`src/rtl/jacobi_2d_kernel.sv`:
```
// jacobi_2d_kernel: in-place 2-D Jacobi stencil over one external word memory.
// Array A lives at words 0..N*N-1 and scratch B at N*N..2*N*N-1 (row-major).
// Each time step runs one A->B sweep and then one B->A sweep over the interior points.
// Every interior point gets (C + L + R + U + D) / 5, using signed 32-bit wrap-around
// arithmetic and division that truncates toward zero.
//
// Build option JACOBI_DUAL_PORT_EN:
//   defined   - the five reads use both ports, 4 cycles per point.
//   undefined - all five reads go through port0, 6 cycles per point.
//               Port1 outputs are tied low.
//
// Ports:
//   ap_clk, ap_rst_n              clock; asynchronous active-low reset
//   ap_start                      level start request, sampled only in IDLE
//   ap_done, ap_ready             one-cycle completion pulse
//   ap_idle                       high while in IDLE
//   A_address*/A_ce*/A_we*/A_d*   RAM-style request ports (registered)
//   A_q0, A_q1                    read data, valid one cycle after the read request
//   A_d0                          the only combinational output: the result written in WR
//
// Sizing: 2*N*N must fit in the 14-bit word address space (at most 16384 words).
module jacobi_2d_kernel #(
  parameter int unsigned N      = 64,
  parameter int unsigned TSTEPS = 4
) (
  input  logic        ap_clk,
  input  logic        ap_rst_n,
  input  logic        ap_start,
  output logic        ap_done,
  output logic        ap_idle,
  output logic        ap_ready,
  output logic [13:0] A_address0,
  output logic        A_ce0,
  output logic        A_we0,
  output logic [31:0] A_d0,
  input  logic [31:0] A_q0,
  output logic [13:0] A_address1,
  output logic        A_ce1,
  output logic        A_we1,
  output logic [31:0] A_d1,
  input  logic [31:0] A_q1
);

  localparam int unsigned AW = 14;
  localparam int unsigned DW = 32;
  localparam int unsigned CW = (N > 2) ? $clog2(N) : 1;
  localparam int unsigned TW = $clog2(TSTEPS + 1);

  localparam logic [AW-1:0] NN    = AW'(N * N);
  localparam logic [CW-1:0] ONE   = CW'(1);
  localparam logic [CW-1:0] LAST  = CW'(N - 2);
  localparam logic [TW-1:0] TONE  = TW'(1);
  localparam logic [TW-1:0] TLAST = TW'(TSTEPS - 1);

  typedef enum logic [2:0] {
    S_IDLE, S_RD0, S_RD1, S_RD2, S_RD3, S_RD4, S_WR, S_DONE
  } state_t;

  state_t        r_state, w_state_nxt;
  logic [TW-1:0] r_t, w_t_nxt;
  logic [CW-1:0] r_i, w_i_nxt, r_j, w_j_nxt;
  logic          r_sweep, w_sweep_nxt;   // 0: A->B, 1: B->A
  logic          w_last;

  logic          r_done, r_idle, r_ce0, r_ce1, r_we0;
  logic [AW-1:0] r_addr0, r_addr1;
  logic          w_done_nxt, w_idle_nxt, w_ce0_nxt, w_ce1_nxt, w_we0_nxt;
  logic [AW-1:0] w_addr0_nxt, w_addr1_nxt;
  logic [AW-1:0] w_src, w_dst;
  logic [AW-1:0] w_a_c, w_a_l, w_a_r, w_a_u, w_a_d, w_a_w;

  logic [DW-1:0]        r_c, r_l, r_r, r_u;
  logic [DW-1:0]        w_sum;
  logic signed [DW-1:0] w_quot;

  // Word address of element (i, j) in the array at base.
  function automatic logic [AW-1:0] f_addr(input logic [AW-1:0] base,
                                           input logic [CW-1:0] i,
                                           input logic [CW-1:0] j);
    return base + AW'(i) * AW'(N) + AW'(j);
  endfunction

  // State, loop counters and registered outputs.
  always_ff @(posedge ap_clk or negedge ap_rst_n) begin
    if (!ap_rst_n) begin
      r_state <= S_IDLE;
      r_t     <= '0;
      r_i     <= '0;
      r_j     <= '0;
      r_sweep <= 1'b0;
      r_done  <= 1'b0;
      r_idle  <= 1'b1;
      r_ce0   <= 1'b0;
      r_ce1   <= 1'b0;
      r_we0   <= 1'b0;
      r_addr0 <= '0;
      r_addr1 <= '0;
    end else begin
      r_state <= w_state_nxt;
      r_t     <= w_t_nxt;
      r_i     <= w_i_nxt;
      r_j     <= w_j_nxt;
      r_sweep <= w_sweep_nxt;
      r_done  <= w_done_nxt;
      r_idle  <= w_idle_nxt;
      r_ce0   <= w_ce0_nxt;
      r_ce1   <= w_ce1_nxt;
      r_we0   <= w_we0_nxt;
      r_addr0 <= w_addr0_nxt;
      r_addr1 <= w_addr1_nxt;
    end
  end

  // Next state and counters. The outputs are decoded from the next state,
  // so each registered request lines up with the state that issues it.
  always_comb begin
    w_state_nxt = r_state;
    w_t_nxt     = r_t;
    w_i_nxt     = r_i;
    w_j_nxt     = r_j;
    w_sweep_nxt = r_sweep;
    w_last      = 1'b0;
    w_done_nxt  = 1'b0;
    w_idle_nxt  = 1'b0;
    w_ce0_nxt   = 1'b0;
    w_ce1_nxt   = 1'b0;
    w_we0_nxt   = 1'b0;
    w_addr0_nxt = '0;
    w_addr1_nxt = '0;

    case (r_state)
      S_IDLE: if (ap_start) begin
        w_state_nxt = S_RD0;
        w_t_nxt     = '0;
        w_sweep_nxt = 1'b0;
        w_i_nxt     = ONE;
        w_j_nxt     = ONE;
      end
      S_RD0: w_state_nxt = S_RD1;
      S_RD1: w_state_nxt = S_RD2;
`ifdef JACOBI_DUAL_PORT_EN
      S_RD2: w_state_nxt = S_WR;
`else
      S_RD2: w_state_nxt = S_RD3;
      S_RD3: w_state_nxt = S_RD4;
      S_RD4: w_state_nxt = S_WR;
`endif
      S_WR: begin
        // Step order: j first, then i, then sweep, then t.
        if (r_j != LAST) begin
          w_j_nxt = r_j + ONE;
        end else begin
          w_j_nxt = ONE;
          if (r_i != LAST) begin
            w_i_nxt = r_i + ONE;
          end else begin
            w_i_nxt = ONE;
            if (!r_sweep) begin
              w_sweep_nxt = 1'b1;
            end else begin
              w_sweep_nxt = 1'b0;
              if (r_t == TLAST) w_last = 1'b1;
              else              w_t_nxt = r_t + TONE;
            end
          end
        end
        w_state_nxt = w_last ? S_DONE : S_RD0;
      end
      S_DONE:  w_state_nxt = S_IDLE;
      default: w_state_nxt = S_IDLE;
    endcase

    w_src = w_sweep_nxt ? NN : '0;
    w_dst = w_sweep_nxt ? '0 : NN;
    w_a_c = f_addr(w_src, w_i_nxt, w_j_nxt);
    w_a_l = f_addr(w_src, w_i_nxt, w_j_nxt - ONE);
    w_a_r = f_addr(w_src, w_i_nxt, w_j_nxt + ONE);
    w_a_u = f_addr(w_src, w_i_nxt - ONE, w_j_nxt);
    w_a_d = f_addr(w_src, w_i_nxt + ONE, w_j_nxt);
    w_a_w = f_addr(w_dst, w_i_nxt, w_j_nxt);

    case (w_state_nxt)
      S_IDLE: w_idle_nxt = 1'b1;
      S_DONE: w_done_nxt = 1'b1;
`ifdef JACOBI_DUAL_PORT_EN
      S_RD0: begin
        w_ce0_nxt = 1'b1; w_addr0_nxt = w_a_c;
        w_ce1_nxt = 1'b1; w_addr1_nxt = w_a_l;
      end
      S_RD1: begin
        w_ce0_nxt = 1'b1; w_addr0_nxt = w_a_r;
        w_ce1_nxt = 1'b1; w_addr1_nxt = w_a_u;
      end
      S_RD2: begin w_ce0_nxt = 1'b1; w_addr0_nxt = w_a_d; end
`else
      S_RD0: begin w_ce0_nxt = 1'b1; w_addr0_nxt = w_a_c; end
      S_RD1: begin w_ce0_nxt = 1'b1; w_addr0_nxt = w_a_l; end
      S_RD2: begin w_ce0_nxt = 1'b1; w_addr0_nxt = w_a_r; end
      S_RD3: begin w_ce0_nxt = 1'b1; w_addr0_nxt = w_a_u; end
      S_RD4: begin w_ce0_nxt = 1'b1; w_addr0_nxt = w_a_d; end
`endif
      S_WR: begin
        w_ce0_nxt   = 1'b1;
        w_we0_nxt   = 1'b1;
        w_addr0_nxt = w_a_w;
      end
      default: ;
    endcase
  end

  // Capture neighbour words as they come back; D is used directly from A_q0 in WR.
  always_ff @(posedge ap_clk or negedge ap_rst_n) begin
    if (!ap_rst_n) begin
      r_c <= '0;
      r_l <= '0;
      r_r <= '0;
      r_u <= '0;
    end else begin
      case (r_state)
`ifdef JACOBI_DUAL_PORT_EN
        S_RD1: begin r_c <= A_q0; r_l <= A_q1; end
        S_RD2: begin r_r <= A_q0; r_u <= A_q1; end
`else
        S_RD1: r_c <= A_q0;
        S_RD2: r_l <= A_q0;
        S_RD3: r_r <= A_q0;
        S_RD4: r_u <= A_q0;
`endif
        default: ;
      endcase
    end
  end

`ifndef JACOBI_DUAL_PORT_EN
  logic w_unused_q1;
  assign w_unused_q1 = ^A_q1;
`endif

  // The sum wraps modulo 2^32. Signed division truncates toward zero.
  assign w_sum  = r_c + r_l + r_r + r_u + A_q0;
  assign w_quot = $signed(w_sum) / 32'sd5;

  assign ap_done    = r_done;
  assign ap_ready   = r_done;
  assign ap_idle    = r_idle;
  assign A_address0 = r_addr0;
  assign A_ce0      = r_ce0;
  assign A_we0      = r_we0;
  assign A_d0       = (r_state == S_WR) ? $unsigned(w_quot) : '0;
  assign A_address1 = r_addr1;
  assign A_ce1      = r_ce1;
  assign A_we1      = 1'b0;
  assign A_d1       = '0;

endmodule

```
`config.mk`:
```
export PLATFORM = sky130hd
export DESIGN_NAME = jacobi_2d_kernel
export DESIGN_NICKNAME = d
export VERILOG_FILES = /design/src/rtl/jacobi_2d_kernel.sv
export SDC_FILE = /design/constraint.sdc
export NUM_CORES = 1
export LEC_CHECK = 0
export CAP_MARGIN = 20
export CELL_PAD_IN_SITES_DETAIL_PLACEMENT = 0
export CELL_PAD_IN_SITES_GLOBAL_PLACEMENT = 2
export CORE_AREA = 3 3 291 235
export DETAILED_ROUTE_END_ITERATION = 7
export DIE_AREA = 0 0 294 238
export PLACE_DENSITY_LB_ADDON = 0.1
export REMOVE_ABC_BUFFERS = 1
export SYNTH_ARGS = -nofsm -noshare
export SYNTH_HDL_FRONTEND = slang
export SYNTH_SLANG_ARGS = --single-unit
```
`constraint.sdc`:
```
create_clock -name ap_clk -period 28.5 [get_ports ap_clk]
set_input_delay 4.275 -clock ap_clk [delete_from_list [all_inputs] [get_ports ap_clk]]
set_output_delay 4.275 -clock ap_clk [all_outputs]
set_load 0.01 [all_outputs]
```
Word level (Yosys, flattened, before mapping)
Cells that the tools add are included.
{"block": "totals", "output_inout_bits": 99, "elab_cells": 97, "regBits": 165}
{"block": "classes", "n_div": 1, "n_addsub": 21, "n_mux": 34, "n_eq_ne": 22, "reduce_logical": 5}
{"cell": "$add 32x32->32", "n": 4}
{"cell": "$add 14x6->14", "n": 6}
{"cell": "$pmux 14 s6", "n": 1}
{"cell": "$add 13x12->14", "n": 4}
{"cell": "$div 32x4->32 const B", "n": 1}
{"cell": "$mux 32", "n": 1}
{"cell": "$mux 6", "n": 5}
{"cell": "$mux 13", "n": 2}
{"cell": "$add 6x1->6 const B", "n": 4}
{"cell": "$eq 3x3->1 const B", "n": 8}
{"cell": "$pmux 3 s8", "n": 1}
{"cell": "$pmux 6 s2", "n": 2}
{"cell": "$mux 3", "n": 7}
{"cell": "$eq 3x2->1 const B", "n": 5}
{"cell": "$mux 1", "n": 13}
{"cell": "$ne 6x6->1 const B", "n": 2}
{"cell": "$sub 6x1->6 const B", "n": 2}
{"cell": "$ne 2x2->1 const B", "n": 5}
{"cell": "$eq 3x1->1 const B", "n": 2}
{"cell": "$logic_not 3->1", "n": 2}
{"cell": "$pmux 3 s2", "n": 1}
{"cell": "$reduce_and 6->1", "n": 1}
{"cell": "$reduce_or 6->1", "n": 1}
{"cell": "$add 3x1->3 const B", "n": 1}
{"cell": "other kinds (2)", "n": 2}

Longest topological paths before layout
{"block": "depth", "word_depth": 11, "mapped_depth": 76, "depth_no_buf": 61}

Least setup slack after synthesis
Ideal clock, no wire load.
{"block": "synth_path", "kind": "input-to-output", "from": "input A_q0[1]", "to": "output A_d0[8]", "t_arrival_ns": 18.929, "t_required_ns": 24.225, "slack_ns": 5.296, "cell_stages": 69, "path_buffers": 8, "cell_sequence": "inv_1 > fa_1 > fa_1 > fa_1 > inv_1 > ha_1 > inv_1 > fa_1 > nand2b_1 > a21oi_1 > o211ai_1 > a2111o_1 > and3_1 > buf_2 > or2_2 > or2_1 > buf_2 > o31ai_1 > [... 33 more ...] > buf_4 > and2_1 > nor2_1 > ha_1 > inv_1 > o21ai_0 > maj3_2 > a211o_1 > inv_1 > o22ai_1 > nor2_1 > ha_1 > and2_1 > clkbuf_1 > nand2_1 > mux2i_1 > o22ai_1 > and2_1"}
{"block": "synth_via", "elab_chain_len": 3}
{"element": "start: declaration", "line": "36", "text": "input logic [31:0] A_q0,"}
{"element": "$add 32x32->32", "line": "240", "text": "assign w_sum = r_c + r_l + r_r + r_u + A_q0;"}
{"element": "$div 32x4->32", "line": "241", "text": "assign w_quot = $signed(w_sum) / 32'sd5;"}
{"element": "$mux 32", "line": "249", "text": "assign A_d0 = (r_state == S_WR) ? $unsigned(w_quot) : '0;"}
{"element": "end: declaration", "line": "35", "text": "output logic [31:0] A_d0,"}
Every way passes these cells.

Final worst setup path
{"block": "layout_path", "from": "input A_q0[2]", "to": "output A_d0[8]"}
Same word-level chain as after synthesis.

==> reports/results.ini <==
[status]
outcome = completed

[timing]
clock_skew_ps = 10.02
slew_headroom_pct = 26.27
finalSetupTns_ps = 0
period_needed_ps = 27180
rsz0062_at_grt = false
slew_viol_final = 0
hold_viol = 0
fin_crit_sh_pct = 95.36
worstMarginPinSlew_ps = 1102
clock.fmax_ghz = 0.03680
setup_viol = 0

[global_route]
antenna_found_initial = 1
grt_overflow = 0
grt_pass1_vias = 17067
grt_usage_pct = 17.15
grt_pass1_wl_um = 96440
grt_max_degree = 77

[clocking]
cts-hold-fix-buffers = 0
cts_tree = yes
clkLatencyLatePin_ps = 470
htree_levels = 4
clock_path_buffers = 2
clock_sinks = 164
cts_buffers = 17
clk_pin_slew_ps = 70
root_buffer = clkbuf_16

[critical_path]
crit_slowest_cell = nor4_2
ff2ff_setup_slack_ps = 24750
cp-startpoint = A_q0[2]
cpPeakStageDelay_ps = 680
r2r-start = r_state[2]
worstPathMaxFanout = 24
arrival_ps = 22900
critical_path_required_ps = 24230
critPathLaunchType = primary input
endpoint_kind = output port
crit_type = in2out

[route]
antenna_left = 0
initialDrtViolationCount = 1174
vias = 17287
wl_um = 59090
avgViaCountPerCell = 5.269
first_pass_iters = 5
drcViolationCount = 0
wl_per_cell_um = 18.01

[die]
dieArea_um2 = 69970
start_util_pct = 28.92
pin_count = 166
coreArea_um2 = 65690
die_h_um = 238
die_w_um = 294
num_rows = 84

[cells_and_area]
diodes = 0
multi_input_area_um2 = 13390
drive_gt1_share_pct = 10.95
finalNetCount = 2616
final_common_cell = nand2_1
nFillCells = 6948
regArea_um2 = 4105
areaGrowthSynthToFinish_pct = 12.88
mostFrequentLayoutCells = nand2_1, inv_1, nor2_1, o21ai_0, dfrtp_1

[synthesis]
synth_edf_count = 0
ys_seq_area_share_pct = 21.61
synthSimpleGateAreaFrac_pct = 20.16
synth_compound_area_share_pct = 26.41
synth_top_family_by_area = compound AO/OA/AOI/OAI gates
syn_inst = 2352
synth.distinct_cells = 123
synth.ff_latch_count = 164
synth.area.mux_share_pct = 4.492
synthAdderAreaFrac_pct = 13.28
synth-xor-area-share_pct = 4.913
netlist_area_um2 = 19000
synth_ff_type = dfrtp_1
synthArstFlopShare_pct = 100.0
syn_area_per_cell_um2 = 8.077
yosysWarnings = 0

[place]
gp_congestion = 0.8215
portBuffers = 84
hpwl_um = 46280

[hold_path]
hp-start = r_u[21]
min_path_type = reg2reg

[job]
maxCapViolations = 0

critical path, delay by kind of cell:
family,cells,cell delay [ps]
and+or+nand+nor,21,5630
adders and majority gates,7,2680
AOI/OAI and AO/OA,22,6830
buffers and inverters,10,1850
xor gates and xnor gates,2,1160
muxes,2,490
per-stage QoR:
stage               utilization [%]  hold slack [ps]  instance area (um2)  setup slack [ps]  std cells
global route                  32.65            511.4                21440             20.76       3281
detailed placement            31.52            471.5                20710              1285       3243
global placement              31.51            465.9                20700              1064       3242
CTS                           32.51            487.5                21360              1203       3275
floorplan                         -            449.8                18270              3941       2236
finish                        32.65            478.7                21440              1322       3281
layout make-up:
cell class,instances,area share [%]
Clock buffer,18,2.001
Clock inverter,14,1.039
Inverter,220,3.851
Multi-Input combinational cell,1852,62.45
Sequential cell,164,19.14
Tap cell,860,5.018
Timing Repair Buffer,153,6.494
timing repair:
item                       4_1_cts  5_1_grt
setup buffers                    0        2
setup endpoints to repair        0       17
gates resized for setup          0        6
per-layer routing:
metal | track usage, % | routed length [um] | up-vias | part of all wire [%]
met5 | 0 | 0 | - | 0
met4 | 4.036 | 783 | 0 | 1.3
met3 | 2.392 | 2072 | 42 | 3.5
met2 | 26.24 | 26030 | 324 | 44
met1 | 25.45 | 30210 | 8441 | 51
li1 | - | - | 8480 | -
state kept, by name, summed over array words and instances (netlist names), 3 cells and up:
| register | flops |
|---|---|
| r_state | 3 |
| r_t | 3 |
| r_r | 32 |
| r_j | 6 |
| A_address0 | 13 |
| r_l | 32 |
| r_c | 32 |
| r_i | 6 |
| r_u | 32 |
Yosys cell counts (all sizes together), types with 31 or more instances:
cell,n,area [um2]
nand2,275,1040
inv,219,822.0
o21ai,192,983.4
nor2,180,698.2
dfrtp,163,4079
a21oi,113,573.1
buf,93,638.1
fa,93,1862
nor3,75,427.9
clkbuf,71,267.8
xnor2,62,565.6
nand3,59,305.3
mux2,56,630.6
ha,48,600.6
xor2,42,367.9
a211oi,38,337.8
o211ai,35,272.8
nand4,32,200.2
a21o,31,232.7
a31oi,31,193.9
cells by family after synthesis:
logic type	count (synthesis)
compound gates	696
xor+xnor	104
fa+ha+maj	147
buf+inv	384
flops	164
mux	77
other cells	1
simple gates	779
worst paths after layout:
check	to	cells after the start
worst max-delay path	A_d0[8]	64
worst min-delay path	r_u[21]	2
worst min register to register	r_u[21]	2
max in group asynchronous	ap_idle	4
min in group asynchronous	r_c[6]	1
worst max register to register	A_address0[5]	11
Power is not shown: default switching activity piles up to over one toggle a cycle in this logic, so the estimate is an artifact.
